`config.mk`:
```
export PLATFORM = sky130hd
export DESIGN_NAME = alu_multibyte_seq
export DESIGN_NICKNAME = d
export VERILOG_FILES = /design/src/rtl/alu_multibyte_seq.sv
export SDC_FILE = /design/constraint.sdc
export NUM_CORES = 1
export LEC_CHECK = 0
export CORE_ASPECT_RATIO = 0.5
export CORE_MARGIN = 10
export CORE_UTILIZATION = 40
export DETAILED_ROUTE_END_ITERATION = 8
export PLACE_DENSITY = 0.75
export SETUP_SLACK_MARGIN = 0.4
export SYNTH_ARGS = -nofsm -noshare
export SYNTH_HDL_FRONTEND = slang
export SYNTH_SLANG_ARGS = --single-unit
```
`constraint.sdc`:
```
create_clock -name i_clk -period 3.3 [get_ports i_clk]
set_input_delay 0.66 -clock i_clk [delete_from_list [all_inputs] [get_ports i_clk]]
set_output_delay 0.66 -clock i_clk [all_outputs]
set_load 0.03 [all_outputs]
```
`src/rtl/alu_multibyte_seq.sv`:
```
// ---------------------------------------------------------------------------
// alu_multibyte_seq
//   Sequencer that runs NBYTES-wide ADD / SHL / SHR / CEQ operations on an
//   external 8-bit combinational ALU, one byte per clock. It feeds the ALU's
//   overflow output back into its overflow input on the next byte, so the
//   carry (ADD) or the shifted-out bit (SHL/SHR) passes from byte to byte.
//   For CEQ, the ALU's per-byte equality flag is AND-reduced across bytes.
//
// Ports
//   i_clk, i_reset        clock (rising edge); synchronous active-high reset
//   i_start, i_cmd        request and command (00 ADD, 01 SHL, 10 SHR, 11 CEQ)
//   i_a_in, i_b_in, i_cin operands and carry/shift-in, latched on accept
//   o_busy, o_done        running indicator; one-cycle completion pulse
//   o_result, o_flag,     W-bit result, CEQ flag, final carry/shift-out
//   o_overflow
//   o_alu_*               drive the ALU INPUTA/INPUTB/OP/FUNC/FLAG_IN/OVERFLOW_IN
//   i_alu_*               return path from the ALU OUT/FLAG_OUT/OVERFLOW_OUT
//
// State  | meaning
// -------+----------------------------------------------------------------
// IDLE   | waiting for i_start; ALU inputs parked at zero/ADD
// RUN    | one byte per cycle, byte index k = 0..NBYTES-1
// DONE   | o_done high for one cycle, results valid; back to IDLE
// ---------------------------------------------------------------------------
module alu_multibyte_seq #(
  parameter int         NBYTES      = 2,
  parameter logic [2:0] OP_OTYPE    = 3'b111,
  parameter logic [2:0] OP_ADD      = 3'b000,
  parameter logic [2:0] OP_CEQ      = 3'b100,
  parameter logic [2:0] FN_SHIFTL_O = 3'b001,
  parameter logic [2:0] FN_SHIFTR_O = 3'b010
) (
  input  logic                i_clk,
  input  logic                i_reset,
  input  logic                i_start,
  input  logic [1:0]          i_cmd,
  input  logic [8*NBYTES-1:0] i_a_in,
  input  logic [8*NBYTES-1:0] i_b_in,
  input  logic                i_cin,
  output logic                o_busy,
  output logic                o_done,
  output logic [8*NBYTES-1:0] o_result,
  output logic                o_flag,
  output logic                o_overflow,
  output logic [7:0]          o_alu_a,
  output logic [7:0]          o_alu_b,
  output logic [2:0]          o_alu_op,
  output logic [2:0]          o_alu_func,
  output logic                o_alu_flag_in,
  output logic                o_alu_ovf_in,
  input  logic [7:0]          i_alu_out,
  input  logic                i_alu_flag_out,
  input  logic                i_alu_ovf_out
);

  localparam int W  = 8 * NBYTES;
  localparam int KW = (NBYTES > 1) ? $clog2(NBYTES) : 1;
  localparam logic [KW-1:0] LAST_K = KW'(NBYTES - 1);

  localparam logic [1:0] CMD_ADD = 2'b00;
  localparam logic [1:0] CMD_SHL = 2'b01;
  localparam logic [1:0] CMD_SHR = 2'b10;
  localparam logic [1:0] CMD_CEQ = 2'b11;

  typedef enum logic [1:0] {
    S_IDLE = 2'b00,
    S_RUN  = 2'b01,
    S_DONE = 2'b10
  } state_t;

  state_t          r_state;
  logic [1:0]      r_cmd;
  logic [W-1:0]    r_a;
  logic [W-1:0]    r_b;
  logic            r_chain;
  logic            r_flag_acc;
  logic [KW-1:0]   r_k;
  logic            r_busy;
  logic            r_done;
  logic [W-1:0]    r_result;
  logic            r_flag;
  logic            r_overflow;

  logic [KW-1:0]   w_byte;
  logic [7:0]      w_a_byte;
  logic [7:0]      w_b_byte;
  logic            w_run;

  assign w_run = (r_state == S_RUN);

  // SHR walks from the top byte down so the shift-in bit enters at the MSB.
  always_comb begin
    w_byte = r_k;
    if (r_cmd == CMD_SHR) begin
      w_byte = LAST_K - r_k;
    end
  end

  always_comb begin
    w_a_byte = 8'h00;
    w_b_byte = 8'h00;
    for (int i = 0; i < NBYTES; i++) begin
      if (w_byte == KW'(i)) begin
        w_a_byte = r_a[i*8 +: 8];
        w_b_byte = r_b[i*8 +: 8];
      end
    end
  end

  // ALU drive; parked at ADD with zero operands outside RUN.
  always_comb begin
    o_alu_a      = 8'h00;
    o_alu_b      = 8'h00;
    o_alu_op     = OP_ADD;
    o_alu_func   = 3'b000;
    o_alu_ovf_in = 1'b0;
    if (w_run) begin
      o_alu_ovf_in = r_chain;
      case (r_cmd)
        CMD_ADD: begin
          o_alu_op = OP_ADD;
          o_alu_a  = w_a_byte;
          o_alu_b  = w_b_byte;
        end
        CMD_SHL: begin
          o_alu_op   = OP_OTYPE;
          o_alu_func = FN_SHIFTL_O;
          o_alu_a    = w_a_byte;
        end
        CMD_SHR: begin
          o_alu_op   = OP_OTYPE;
          o_alu_func = FN_SHIFTR_O;
          o_alu_a    = w_a_byte;
        end
        default: begin
          o_alu_op = OP_CEQ;
          o_alu_a  = w_a_byte;
          o_alu_b  = w_b_byte;
        end
      endcase
    end
  end

  assign o_alu_flag_in = r_flag;

  always_ff @(posedge i_clk) begin
    if (i_reset) begin
      r_state    <= S_IDLE;
      r_cmd      <= CMD_ADD;
      r_a        <= '0;
      r_b        <= '0;
      r_chain    <= 1'b0;
      r_flag_acc <= 1'b0;
      r_k        <= '0;
      r_busy     <= 1'b0;
      r_done     <= 1'b0;
      r_result   <= '0;
      r_flag     <= 1'b0;
      r_overflow <= 1'b0;
    end else begin
      case (r_state)
        S_IDLE: begin
          r_done <= 1'b0;
          if (i_start) begin
            r_cmd      <= i_cmd;
            r_a        <= i_a_in;
            r_b        <= i_b_in;
            r_chain    <= i_cin;
            r_flag_acc <= 1'b1;
            r_k        <= '0;
            r_busy     <= 1'b1;
            r_state    <= S_RUN;
          end
        end

        S_RUN: begin
          for (int i = 0; i < NBYTES; i++) begin
            if (w_byte == KW'(i)) begin
              r_result[i*8 +: 8] <= i_alu_out;
            end
          end
          r_chain <= i_alu_ovf_out;
          if (r_cmd == CMD_CEQ) begin
            r_flag_acc <= r_flag_acc & i_alu_flag_out;
          end
          if (r_k == LAST_K) begin
            r_busy  <= 1'b0;
            r_done  <= 1'b1;
            r_state <= S_DONE;
            if (r_cmd == CMD_CEQ) begin
              r_flag     <= r_flag_acc & i_alu_flag_out;
              r_overflow <= 1'b0;
            end else begin
              r_overflow <= i_alu_ovf_out;
            end
          end else begin
            r_k <= r_k + 1'b1;
          end
        end

        S_DONE: begin
          r_done  <= 1'b0;
          r_state <= S_IDLE;
        end

        default: begin
          r_busy  <= 1'b0;
          r_done  <= 1'b0;
          r_state <= S_IDLE;
        end
      endcase
    end
  end

  assign o_busy     = r_busy;
  assign o_done     = r_done;
  assign o_result   = r_result;
  assign o_flag     = r_flag;
  assign o_overflow = r_overflow;

endmodule

```
Word level (Yosys, flattened, before mapping). Index checks and enable logic that the tools add are counted.

Memory bits (read-only): 0. Latch bits: 0. Bits in writable memories: 0. Output and inout port bits: 44. Logic and storage cells: 66. Flip-flop bits (word level): 59. Memories kept: 0. Input bits: 48.

Shift operators: 0. Add/subtract/negate cells: 2. Reduce and logical (&&, ||, !) cells: 14. Divide/modulo/power cells: 0. Multiplexer cells: 25. Eq/ne operators: 8. Multiply operators: 0. Bitwise logic cells: 4. Order comparisons: 0.

Operator list (number): two-way mux 8 bit (5); AND reduction 2 bit (6); two-way mux 1 bit (9); AND reduction 3 bit (3); one-hot mux 2 bit (2 select lines) (2); equality test 2 bit, second input constant (3); two-way mux 2 bit (3); one-hot mux 1 bit (2 select lines) (3); one-hot mux 3 bit (2 select lines) (1); equality test 2 x 1 -> 1 bit, second input constant (2); logical NOT 2 bit (2); inequality test 2 bit, second input constant (2); OR reduction 2 bit (2); two-way mux 3 bit (1); inverter 1 bit (3); one-hot mux 1 bit (3 select lines) (1); inequality test 2 x 1 -> 1 bit, second input constant (1); nonzero test 2 bit (1); adder 1 bit, second input constant (1); AND 1 bit (1); subtractor 1 bit, first input constant (1).

Longest topological paths before layout. Gate-level depths: netlist of the first run.

Depth after elaboration: 5. Gate-level depth with buffers: 6. Depth with buffers taken out: 5.

Worst setup path before layout of the first run. No wires, ideal clock.

Kind: reg-to-output. Start point: reg r_cmd[0]. End point: out o_alu_a[0]. Data required time: 2.640 ns. Cell stages (with the launch flop): 7. Buffers on the path: 1. Data arrival time: 1.629 ns. Slack: 1.011 ns. Cell sequence: dfxtp_1 > inv_1 > ha_1 > xor2_2 > buf_2 > nand2_1 > a21oi_1.

Cells in the longest elaborated chain, start to end: 4.

Ends and longest elaborated chain: start: declaration (line 72) `logic [1:0] r_cmd;`; start signal: assignment (line 165) `r_cmd <= i_cmd;`; equality test 2 bit (line 94) `if (r_cmd == CMD_SHR) begin`; two-way mux 1 bit (line 94); two-way mux 8 bit (line 103) `if (w_byte == KW'(i)) begin`; two-way mux 8 bit (line 117) `if (w_run) begin`; end: declaration (line 45) `output logic [7:0] o_alu_a,`.

Every way passes these cells.

Worst setup path after layout of the first run.
Start point: reg r_cmd[0]. End point: out o_alu_func[1].

Cells in the longest elaborated chain, start to end: 3. Elaborated cells on any way between the ends: 4. Those cells by class: eq/ne (2); mux (2).

Ends and longest elaborated chain: equality test 2 bit or equality test 2 x 1 -> 1 bit (tied branches) (line 119) `case (r_cmd)`; one-hot mux 2 bit (2 select lines) * (line 119); two-way mux 2 bit * (line 117); end: declaration (line 48) `output logic [2:0] o_alu_func,`.

Every way passes the cells marked *; elsewhere a longest branch is shown, timed or not.

==> qor.csv, run 1 <==
stage,metric,value,unit
hold_path,Hold Path Origin,r_a[14],
power,Power Dens Cells,539,nW/um2
synthesis,"Distinct cells, synth",31,
placed_design,I/O Buffers,90,
worst_setup_path,Worst Setup Start Kind,register,
sta,unrepaired setup endpoints after global routing,false,
synthesis,sequential element share of the synthesized area,46.0,%
worst_setup_path,reg2reg path depth,3,
worst_setup_path,Crit-path slowest cell,clkdlybuf4s50_1,
sta,Final Cycle Share,81.1,%
sta,max-slew violation count,0,
worst_setup_path,crit path cell chain,inv_1 > ha_1 > and2_1 > clkdlybuf4s50_1,
clock_network,TritonCTS Buffers,9,
synthesis,ys async rst share,0,%
worst_setup_path,WP data arrival,2020,ps
clock_network,worst-skew pair later-pin latency,320,ps
sta,final setup violating endpoints,0,
synthesis,Synth Instances,335,
die,num ports,92,
synthesis,"FF+latch count, synth",59,
sta,hold slack final,453,ps
synthesis,syn nets,387,
hold_path,HP Class,reg2reg,
die,CORE AREA,6130,um2
hold_path,Min-Delay Endpoint,r_a[14],
worst_setup_path,CP Capture Type,primary output,
sta,Final Hold Violating Endpoints,0,
finish,share of cells above drive strength 1,10.3,%
finish,Layout area overhead,45.3,%
clock_network,cts hold-fix bufs,0,
synthesis,Mean Syn Cell Area,7.66,um2
global_routing,antenna violations before repair,0,
clock_network,Max Buffers Root-to-Sink,2,
clock_network,CTS tree,yes,
global_routing,GRT Util Overall,14.4,%
finish,final net count,464,
worst_setup_path,Setup CP Type,reg2out,
synthesis,Synth area leaders,"dfxtp_1 (46%), nand2_1 (15%), a21oi_1 (14%)",
die,die width,133,um
worst_setup_path,WP data required,2640,ps
synthesis,Synth Flop Type,dfxtp_1,
synthesis,most frequent cell after synthesis,nand2_1,
detailed_routing,Starting DRT DRC Count,205,
outcome,outcome,completed,
clock_network,# clock sinks,59,
synthesis,top-area cell type share of the netlist area,46.0,%
worst_setup_path,flop2flop setup slack,1350,ps
detailed_routing,WL/cell,15.1,um
placed_design,post-DP HPWL,5270,um
power,Worst VDD drop,0.289,mV
sta,Fmax,373,MHz
power,leakage,1.37,nW
sta,setup tns final,0,ps
synthesis,number of synthesis warnings,0,
detailed_routing,DRC,0,
detailed_routing,total number of vias,2490,
worst_setup_path,Critical R2R Capture,r_state[0],
detailed_routing,WL final,7630,um
finish,Fillers,565,
die,die height,76.6,um
detailed_routing,Routed Antenna Nets,0,
global_routing,largest net degree at the start of global routing,61,
die,die area,10200,um2
worst_setup_path,CP Max Fanout,4,
global_routing,first-pass GRT wire length,12300,um
clock_network,"Reg clk slew, reported paths",50,ps
synthesis,"EDFF count, synth",0,
finish,n_diodes,0,
synthesis,most frequent cells after synthesis,"nand2_1 (101), a21oi_1 (70), dfxtp_1 (59)",
detailed_routing,DRT Pass-1 Iters,4,
synthesis,Mapped Area,2560,um2
clock_network,H-tree Lvls,3,
die,Rows,20,
detailed_routing,Avg Vias per Cell,4.93,
flow_run,Max Cap Viol,0,
worst_setup_path,Worst path max stage delay,680,ps
die,Starting Density,41.8,%
sta,clock skew,4.34,ps
global_routing,grt ovf,0,
global_routing,vias in the first global route,2532,
sta,actual slew at the worst max-slew pin,1240,ps
sta,Worst slew margin,17.7,%
hold_path,WHS Path Cells,2,
synthesis,Synth area leader,dfxtp_1,
worst_setup_path,worst r2r src,r_state[0],
sta,Final min period,2680,ps
placed_design,GPL Wtd Cong,0.750,
clock_network,clk root buf,clkbuf_16,
-- what timing repair did --
action / 4_1_cts / 5_1_grt
pin swaps: 0 / 1
buffers inserted: 0 / 2
resized for setup: 2 / 0
setup endpoints to repair: 7 / 1
-- sequential cells by signal (all words and copies together) (netlist names) --
name and flops:
o_alu_flag_in 1, o_busy 1, o_done 1, o_overflow 1, o_result 16, r_a 16
r_b 16, r_chain 1, r_cmd 2, r_flag_acc 1, r_k 1, r_state 2
-- stage by stage --
stage	power, mW	worst slack, ps	instances	utilization [%]	cell area, um2
2_1_floorplan	1.01	1010	335	-	2560
3_3_place_gp	1.13	765	487	55.2	3380
3_5_place_dp	1.14	713	487	55.2	3380
4_1_cts	2.01	524	503	60.1	3690
5_1_grt	2.09	522	505	60.8	3730
6_report	2.01	623	505	60.8	3730
-- cells by family (layout without fill, tap and decap cells) --
logic type / after synthesis / after routing / share of synthesized area, %
muxes: 1 / 1 / 0.390
and+or+nand+nor: 141 / 141 / 23.9
other: 1 / 1 / 0.146
xor gates and xnor gates: 2 / 2 / 1.27
DFF: 59 / 59 / 46.0
adders and majority gates: 4 / 4 / 1.95
AOI/OAI and AO/OA: 92 / 92 / 18.5
buffers and inverters: 35 / 117 / 7.85
-- area by class of cell --
type                    instances  area, um2  share of cell area (%)
repair buffers                 97        933                    25.1
inverters                       4       15.0                   0.403
flip-flops and latches         59       1180                    31.7
multi-input cells             241       1200                    32.3
clock inverters                 4       25.0                   0.672
clock buffers                  12        256                    6.88
well taps                      88        110                    2.96
-- worst max-delay path: cells and delay by family (launching register included) --
| family | cells | cell delay (ps) |
|---|---|---|
| adder cells (fa/ha/maj) | 1 | 380 |
| buffers and inverters | 2 | 770 |
| flip-flops | 1 | 340 |
| AND/OR/NAND/NOR | 1 | 210 |
-- worst max-delay path by stage --
stage               start            end  slack [ps]  cells past startpoint
5_1_grt        r_state[0]    o_alu_op[1]         520                      3
3_5_place_dp      i_start     r_state[0]         710                      4
3_3_place_gp      i_start            r_k         770                      4
6_report         r_cmd[0]  o_alu_func[1]         620                      4
2_1_floorplan    r_cmd[0]     o_alu_a[0]        1010                      6
4_1_cts          r_cmd[0]     o_alu_b[1]         520                      6
-- report_power, final --
part	switching [mW]	total (mW)	internal [mW]
registers	0.0312	0.790	0.758
logic	0.203	0.359	0.155
clock network	0.314	0.859	0.545
total	0.549	2.01	1.46
-- routing by layer --
metal / vias up / global-route usage [%] / routed length, um
met5: - / 0 / 0
met1: 1153 / 16.1 / 3210
met2: 73 / 24.2 / 3810
li1: 1250 / - / -
met3: 14 / 6.12 / 505
met4: 0 / 4.97 / 100
-- layout by cell type (no fill, tap or decap), types with 2 or more instances in the layout --
cell type	n
nand2_1	101
clkdlybuf4s50_1	73
a21oi_1	70
dfxtp_1	59
buf_4	21
nand3_1	18
o21ai_0	17
clkbuf_16	9
nor2_1	5
nand2b_1	4
inv_1	4
and2_1	4
ha_1	4
nor2b_1	2
nand3b_1	2
clkbuf_8	2
clkinvlp_4	2
clkinv_2	2
buf_12	2
Note: power is estimated with default switching activity, not from simulation.
==> inputs of run 2 (changes only) <==
==> constraint.sdc (replaced) <==
create_clock -name i_clk -period 2.5 [get_ports i_clk]
set_input_delay 0.5 -clock i_clk [delete_from_list [all_inputs] [get_ports i_clk]]
set_output_delay 0.5 -clock i_clk [all_outputs]
set_load 0.03 [all_outputs]
==> qor.csv, run 2 (same netlist as run 1, synthesis figures left out) <==
stage,metric,value,unit,change
die,die area,10200,um2,unchanged
global_routing,grt ovf,0,,unchanged
clock_network,TritonCTS Buffers,9,,unchanged
worst_setup_path,worst r2r src,r_cmd[0],,
sta,max-slew violation count,0,,unchanged
clock_network,CTS tree,yes,,
detailed_routing,Routed Antenna Nets,0,,unchanged
clock_network,H-tree Lvls,3,,unchanged
finish,"commonest non-fill, non-tap cell in the layout",nand2_1,,
sta,Final Cycle Share,88.5,%,
detailed_routing,WL final,7980,um,+4.5%
outcome,outcome,completed,,
power,Power Dens Cells,693,nW/um2,+29%
worst_setup_path,Worst path max stage delay,320,ps,-360 ps
worst_setup_path,Worst Setup Start Kind,register,,
sta,Final min period,2210,ps,
clock_network,clk root buf,clkbuf_16,,
placed_design,I/O Buffers,90,,unchanged
sta,Final Hold Violating Endpoints,0,,unchanged
detailed_routing,DRT Pass-1 Iters,5,,+1
finish,Multi-input gate area,1350,um2,+12%
die,Rows,20,,unchanged
die,num ports,92,,unchanged
die,CORE AREA,6130,um2,unchanged
die,die height,76.6,um,unchanged
worst_setup_path,CP Capture Type,primary output,,
flow_run,Max Cap Viol,0,,unchanged
sta,Fmax,452,MHz,
detailed_routing,WL/cell,15.4,um,+1.9%
clock_network,"Reg clk slew, reported paths",50,ps,about the same
finish,final net count,477,,+2.8%
global_routing,largest net degree at the start of global routing,38,,-38%
power,"Power, Total",2.80,mW,+39%
finish,Layout area overhead,57.2,%,
global_routing,GRT Util Overall,15.6,%,+1.2 points
sta,final setup violating endpoints,0,,unchanged
finish,FF+latch area,1190,um2,+0.42%
global_routing,first-pass GRT wire length,13000,um,+6.3%
worst_setup_path,Critical R2R Capture,o_result[4],,
clock_network,worst-skew pair later-pin latency,320,ps,about the same
worst_setup_path,WP data arrival,1710,ps,-310 ps
power,Worst VDD drop,0.427,mV,+48%
worst_setup_path,WP data required,2000,ps,-640 ps
placed_design,GPL Wtd Cong,0.804,,+7.3%
die,Starting Density,41.8,%,unchanged
detailed_routing,total number of vias,2600,,+4.4%
worst_setup_path,crit path from,r_cmd[0],,
worst_setup_path,Critical Path End,o_alu_b[3],,
sta,clock skew,4.42,ps,+0.0813 ps
worst_setup_path,flop2flop setup slack,870,ps,-480 ps
power,leakage,1.52,nW,+11%
hold_path,HP Class,reg2reg,,
finish,most frequent cells in the layout,"nand2_1 (91), clkdlybuf4s50_1 (67), dfxtp_1 (55)",,
detailed_routing,DRC,0,,unchanged
clock_network,Max Buffers Root-to-Sink,2,,unchanged
worst_setup_path,crit path cell chain,inv_2 > ha_4 > xor2_4 > buf_6 > nand2_1 > a21oi_2 > buf_6,,
worst_setup_path,cell mode on critical path,buf_6,,
worst_setup_path,reg2reg path depth,8,,+5
placed_design,post-DP HPWL,5530,um,+5.0%
sta,setup tns final,0,ps,unchanged
finish,Fillers,512,,-9.4%
detailed_routing,Avg Vias per Cell,5.02,,+1.8%
sta,unrepaired setup endpoints after global routing,true,,
clock_network,# clock sinks,59,,unchanged
finish,n_diodes,0,,unchanged
worst_setup_path,CP Max Fanout,8,,+4
die,die width,133,um,unchanged
finish,share of cells above drive strength 1,22.6,%,+12 points
worst_setup_path,Crit-path slowest cell,dfxtp_2,,
global_routing,antenna violations before repair,0,,unchanged
worst_setup_path,Setup CP Type,reg2out,,
detailed_routing,Starting DRT DRC Count,167,,-19%
global_routing,vias in the first global route,2685,,+6.0%
## run 2: area by class of cell
cell class,instances,share of cell area (%)
Clock buffer,11,6.02
Clock inverter,5,1.30
Inverter,4,0.372
Multi-Input combinational cell,241,33.5
Sequential cell,59,29.4
Tap cell,88,2.73
Timing Repair Buffer,110,26.6
## run 2: how the worst min path moves through the flow
stage / start / cells after the start / slack [ps] / end
CTS: r_a[11] / 2 / 450 / r_a[11]
global placement: o_overflow / 2 / 440 / o_overflow
finish: r_b[0] / 2 / 460 / r_b[0]
floorplan: r_a[0] / 2 / 440 / r_a[0]
global route: r_chain / 2 / 480 / r_chain
detailed placement: r_a[11] / 2 / 450 / r_a[11]
## run 2: critical path: cells and delay by family, from the launching register on
| family | cells | cell delay, ps |
|---|---|---|
| buffers and inverters | 3 | 410 |
| AO/OA/AOI/OAI | 1 | 140 |
| flip-flops | 1 | 320 |
| XOR/XNOR | 1 | 220 |
| AND/OR/NAND/NOR | 1 | 80 |
| adder cells (fa/ha/maj) | 1 | 210 |
## run 2: through the flow
step / instances / instance area, um2 / hold slack, ps / utilization, % / setup WS (ps)
finish: 518 / 4030 / 456 / 65.8 / 287
global route: 518 / 4030 / 476 / 65.8 / 213
CTS: 516 / 3960 / 454 / 64.5 / 302
detailed placement: 494 / 3480 / 447 / 56.8 / 298
global placement: 494 / 3480 / 442 / 56.8 / 459
floorplan: 335 / 2630 / 437 / - / 531
## run 2: repair_timing
action	CTS	global route
buffers inserted	4	2
hold endpoints to repair	0	0
hold buffers	0	0
endpoints found under the setup margin	21	19
gates cloned	2	0
resized for setup	38	14
pin swaps	22	6
## run 2: power breakdown
group | total, mW | switching (mW) | internal (mW)
clock | 1.20 | 0.409 | 0.791
combinational | 0.551 | 0.307 | 0.244
sequential | 1.04 | 0.0422 | 1.00
total | 2.80 | 0.758 | 2.04
## run 2: layer usage
layer	wire [um]	vias up	global-route usage, %
li1	-	1287	-
met1	3350	1217	17.3
met2	3970	82	25.8
met3	495	14	6.05
met4	158	0	7.78
met5	0	-	0
==> inputs of run 3 (changes only) <==
--- a/config.mk
+++ b/config.mk
@@ -8,6 +8,7 @@
 export CORE_ASPECT_RATIO = 0.5
 export CORE_MARGIN = 10
 export CORE_UTILIZATION = 40
+export CTS_CLUSTER_DIAMETER = 50
 export DETAILED_ROUTE_END_ITERATION = 8
 export PLACE_DENSITY = 0.75
 export SETUP_SLACK_MARGIN = 0.4
==> results of run 3 <==
Same layout as run 2: the final DEF is identical, and so are final timing and power.
